$ cat src/rtl/univ_shift_reg.sv
// Universal shift register: hold, shift right, shift left and parallel load,
// with a saturating shift counter and a registered word-complete flag.
module univ_shift_reg #(
  parameter int               WIDTH   = 8,
  parameter logic [WIDTH-1:0] RST_VAL = '0
) (
  input  logic                         clk,
  input  logic                         rst,
  input  logic                         en,
  input  logic                         clr,
  input  logic [1:0]                   mode,
  input  logic [WIDTH-1:0]             din,
  input  logic                         sin_l,
  input  logic                         sin_r,
  output logic [WIDTH-1:0]             qout,
  output logic                         sout_l,
  output logic                         sout_r,
  output logic [$clog2(WIDTH+1)-1:0]   shift_cnt,
  output logic                         done
);

  localparam int            CW      = $clog2(WIDTH+1);
  localparam logic [CW-1:0] CNT_MAX = CW'(WIDTH);

  typedef enum logic [1:0] {
    MODE_HOLD = 2'b00,
    MODE_SHR  = 2'b01,
    MODE_SHL  = 2'b10,
    MODE_LOAD = 2'b11
  } mode_t;

  logic [WIDTH-1:0] q_reg, q_next;
  logic [CW-1:0]    cnt_reg, cnt_next, cnt_inc;
  logic             done_reg, done_next;
  logic [WIDTH-1:0] shr_word, shl_word;

  // Per-bit neighbour selection for both shift directions.
  genvar gi;
  generate
    for (gi = 0; gi < WIDTH; gi++) begin : g_bit
      if (gi == WIDTH-1) begin : g_shr_msb
        assign shr_word[gi] = sin_l;
      end else begin : g_shr_mid
        assign shr_word[gi] = q_reg[gi+1];
      end
      if (gi == 0) begin : g_shl_lsb
        assign shl_word[gi] = sin_r;
      end else begin : g_shl_mid
        assign shl_word[gi] = q_reg[gi-1];
      end
    end
  endgenerate

  always_comb begin
    q_next   = q_reg;
    cnt_next = cnt_reg;
    cnt_inc  = (cnt_reg == CNT_MAX) ? CNT_MAX : cnt_reg + CW'(1);
    if (clr) begin
      q_next   = RST_VAL;
      cnt_next = '0;
    end else if (en) begin
      case (mode_t'(mode))
        MODE_SHR: begin
          q_next   = shr_word;
          cnt_next = cnt_inc;
        end
        MODE_SHL: begin
          q_next   = shl_word;
          cnt_next = cnt_inc;
        end
        MODE_LOAD: begin
          q_next   = din;
          cnt_next = '0;
        end
        default: ;
      endcase
    end
    // Flag follows the next count so it rises with the WIDTH-th shift.
    done_next = (cnt_next == CNT_MAX);
  end

  always_ff @(posedge clk or posedge rst) begin
    if (rst) begin
      q_reg    <= RST_VAL;
      cnt_reg  <= '0;
      done_reg <= 1'b0;
    end else begin
      q_reg    <= q_next;
      cnt_reg  <= cnt_next;
      done_reg <= done_next;
    end
  end

  assign qout      = q_reg;
  assign sout_l    = q_reg[WIDTH-1];
  assign sout_r    = q_reg[0];
  assign shift_cnt = cnt_reg;
  assign done      = done_reg;

endmodule

$ cat config.mk
export PLATFORM = sky130hd
export DESIGN_NAME = univ_shift_reg
export DESIGN_NICKNAME = d
export VERILOG_FILES = /design/src/rtl/univ_shift_reg.sv
export SDC_FILE = /design/constraint.sdc
export NUM_CORES = 1
export LEC_CHECK = 0
export CORE_MARGIN = 5
export CORE_UTILIZATION = 35
export CTS_BUF_LIST = sky130_fd_sc_hd__clkbuf_4
export DETAILED_ROUTE_END_ITERATION = 16
export HOLD_SLACK_MARGIN = 0.08
export PLACE_DENSITY = 0.76
export RECOVER_POWER = 50
export SLEW_MARGIN = 40
export SYNTH_ARGS = -nofsm -noshare
export SYNTH_HDL_FRONTEND = slang
export SYNTH_SLANG_ARGS = --single-unit
$ cat constraint.sdc
create_clock -name clk -period 1.7 [get_ports clk]
set_input_delay 0.255 -clock clk [delete_from_list [all_inputs] [get_ports clk]]
set_output_delay 0.255 -clock clk [all_outputs]
set_load 0.02 [all_outputs]
==> reports/qor.log <==
qor: status.status finished, final reports clean
qor: floorplan.ioPinCount 31
qor: floorplan.fp-row-count 17
qor: sta.setup_violations 0
qor: synthesis.post_synth_cell_types 22
qor: placement.post-dp-hpwl 1.66 mm
qor: layout.finish.utilization 0.555
qor: critical_path.worst-endpoint-required 1440 ps
qor: clock_tree.clkLatencyLatePin 270 ps
qor: sta.slew_violations 0
qor: power.power.leakage 0.517 nW
qor: sta.slew-limit-headroom 0.667
qor: critical_path.critPathSlowestCell sky130_fd_sc_hd__clkdlybuf4s50_1
qor: routing.drt-pass1-iter-count 4
qor: clock_tree.clock-sinks 13
qor: sta.hold_slack 438 ps
qor: routing.wire_length_per_cell 14.1 um
qor: critical_path.cp_slowest_stage_delay 640 ps
qor: clock_tree.ctsHtreeMaxLevel 1
qor: critical_path.worstPathBufferInverterCount 1
qor: critical_path.crit_path_max_fanout 6
qor: floorplan.die_w 58.5 um
qor: critical_path.timing.setup.critical_path_class flop to primary output
qor: synthesis.mappedNetlistArea 823 um^2
qor: clock_tree.cts_tree yes
qor: synthesis.synth_largest_area_cell sky130_fd_sc_hd__dfrtp_1
qor: synthesis.mappedNetlistNets 110
qor: clock_tree.total_clock_buffers_created_by_cts 3
qor: critical_path.path_cells clkdlybuf4s50_1
qor: layout.proportion_of_layout_cells_with_a_drive_suffix_above_1 0.181
qor: critical_path.critPathLaunchType flop
qor: clock_tree.clockRootBuffer sky130_fd_sc_hd__clkbuf_4
qor: critical_path.crit_arrival 1360 ps
qor: layout.post_layout_nets 150
qor: sta.final_min_period_over_clock_period 0.950
qor: worst_hold_path.hp-class input pin to asynchronous set/reset pin
qor: routing.residual_antenna_violating_net_count_after_detailed_routing 0
qor: synthesis.ys_seq_elements 13
qor: synthesis.number_of_flops_mapped_to_enable_cells_by_yosys 0
qor: sta.period_minus_ws_final 1610 ps
qor: synthesis.synth_commonest_cells sky130_fd_sc_hd__dfrtp_1, sky130_fd_sc_hd__nand2_1, sky130_fd_sc_hd__nor2_1
qor: layout.largest_register_ffs 8
qor: clock_tree.clk_transition_reported_paths 80 ps
qor: power.power.total 0.787 mW
qor: sta.fmax 0.619 GHz
qor: power.pwr_density_cell 636 nW/um^2
qor: critical_path.setup.worst_path.end_class primary output
qor: placement.gpl.final_weighted_congestion 0.771
qor: synthesis.yosysSeqAreaShare 0.395
qor: synthesis.dominantRegCellSynth sky130_fd_sc_hd__dfrtp_1
qor: routing.num_vias 824
qor: synthesis.synth_cells 88
qor: routing.detail_route.drc_violations 0
qor: critical_path.cpLargestDelayFamily buffers and inverters
qor: routing.via_per_inst 5.32
qor: floorplan.design.core.area 2230 um^2
qor: global_route.grt_first_pass_wirelength 3.91 mm
qor: synthesis.synth-async-reset-ratio 1.00
qor: sta.worstMarginPinSlew 499 ps
qor: global_route.grt_util_all_layers 0.143
qor: synthesis.synthesis.yosys.warnings 0
qor: power.peakVddDrop 0.000331 V
qor: layout.antenna_cells_inserted 0
qor: routing.dr.first_iter.drc_count 30
qor: placement.buffers_added_on_ports 30
qor: sta.grt_setup_unrepaired false
qor: synthesis.yosys.area.top_type_share 0.395
qor: run.cap_viol_max_count 0
qor: global_route.number_of_antenna_violations_at_the_first_check_in_global_routing 0
qor: floorplan.design.die.area 3420 um^2
qor: synthesis.synthesis.area_per_instance 9.36 um^2
qor: synthesis.synth.area.top_cells sky130_fd_sc_hd__dfrtp_1, sky130_fd_sc_hd__ha_1, sky130_fd_sc_hd__a311oi_1, sky130_fd_sc_hd__a22oi_1, sky130_fd_sc_hd__nand2_1
qor: sta.worst_clock_skew 2.08 ps
qor: global_route.via_count_of_the_first_global_routing_pass 903
qor: floorplan.fp.dieH 58.5 um
qor: global_route.grt_start_max_net_pins 17
qor: global_route.globalRouteOverflowTotal 0
qor: clock_tree.cts_max_path_buffers 2
qor: clock_tree.post_cts_hold_buffer_count 0
qor: floorplan.initial_core_util 0.369
qor: routing.wirelength 2.18 mm
qor: sta.final_count_of_hold_timing_violations 0
qor: layout.area_growth_from_synthesis_to_final_layout 50.5%
-- area by class of cell --
type / instances / area (um^2)
flip-flops and latches: 13 / 327
multi-input cells: 64 / 448
repair buffers: 41 / 380
well taps: 28 / 35.0
inverters: 5 / 18.8
fillers: 196 / 995
clock buffers: 4 / 30.0
-- power by group --
group / internal (mW) / leakage (nW) / switching (mW)
sequential: 0.326 / 0.174 / 0.0206
combinational: 0.121 / 0.325 / 0.110
clock: 0.107 / 0.0184 / 0.103
total: 0.554 / 0.517 / 0.234
-- cell usage in the layout (no fill, tap or decap), drive strengths merged, types with 3 or more instances in the layout --
master         count
ha                 6
dfrtp             13
nand2             13
clkdlybuf4s50     26
inv                5
a311oi             8
clkbuf             4
nand3              3
a22oi              8
nor2              11
buf               11
o21ai              3
-- worst paths after layout --
kind,from,end,slack [ps],cells after the start
worst max-delay path,shift_cnt[1]$_DFF_PP0_,shift_cnt[1],90,1
worst min-delay path,rst,done$_DFF_PP0_,440,2
worst max register to register,shift_cnt[1]$_DFF_PP0_,done$_DFF_PP0_,120,6
worst min register to register,qout[0]$_DFFE_PP0P_,qout[1]$_DFFE_PP0P_,610,2
max in group asynchronous,rst,shift_cnt[0]$_DFF_PP0_,900,2
min in group clk,sin_l,qout[7]$_DFFE_PP0P_,560,3
-- timing repair --
item | in CTS | in global routing
pin swaps | 1 | 0
buffers inserted | 0 | 0
gates cloned | 0 | 0
gates resized for setup | 5 | 2
endpoints found under the setup margin | 10 | 9
-- cell families (layout without fill, tap and decap cells) --
| kind of cell | after synthesis | in the layout | synth area share |
|---|---|---|---|
| flip-flops | 13 | 13 | 0.395 |
| AND/OR/NAND/NOR | 33 | 33 | 0.204 |
| AO/OA/AOI/OAI | 25 | 25 | 0.246 |
| buffers and inverters | 11 | 50 | 0.0638 |
| adder cells (fa/ha/maj) | 6 | 6 | 0.0912 |
-- through the flow --
step | area (um^2) | setup TNS [ps] | std cells | setup slack (ps)
after floorplan | 823 | 0 | 88 | 54.2
after global placement | 1210 | -2740 | 151 | -367
after detailed placement | 1210 | -3500 | 151 | -425
after CTS | 1250 | 0 | 155 | 72.9
after global routing | 1240 | 0 | 155 | 26.2
final | 1240 | 0 | 155 | 85.7
-- routing by layer --
metal  routed length (um)  global-route usage  vias up
met4                   12              0.0364        0
li1                     -                   -      398
met2                 1090               0.260       21
met5                    0                   0        -
met3                  112              0.0307        2
met1                  960               0.168      403
(Power assumes the default switching activity.)
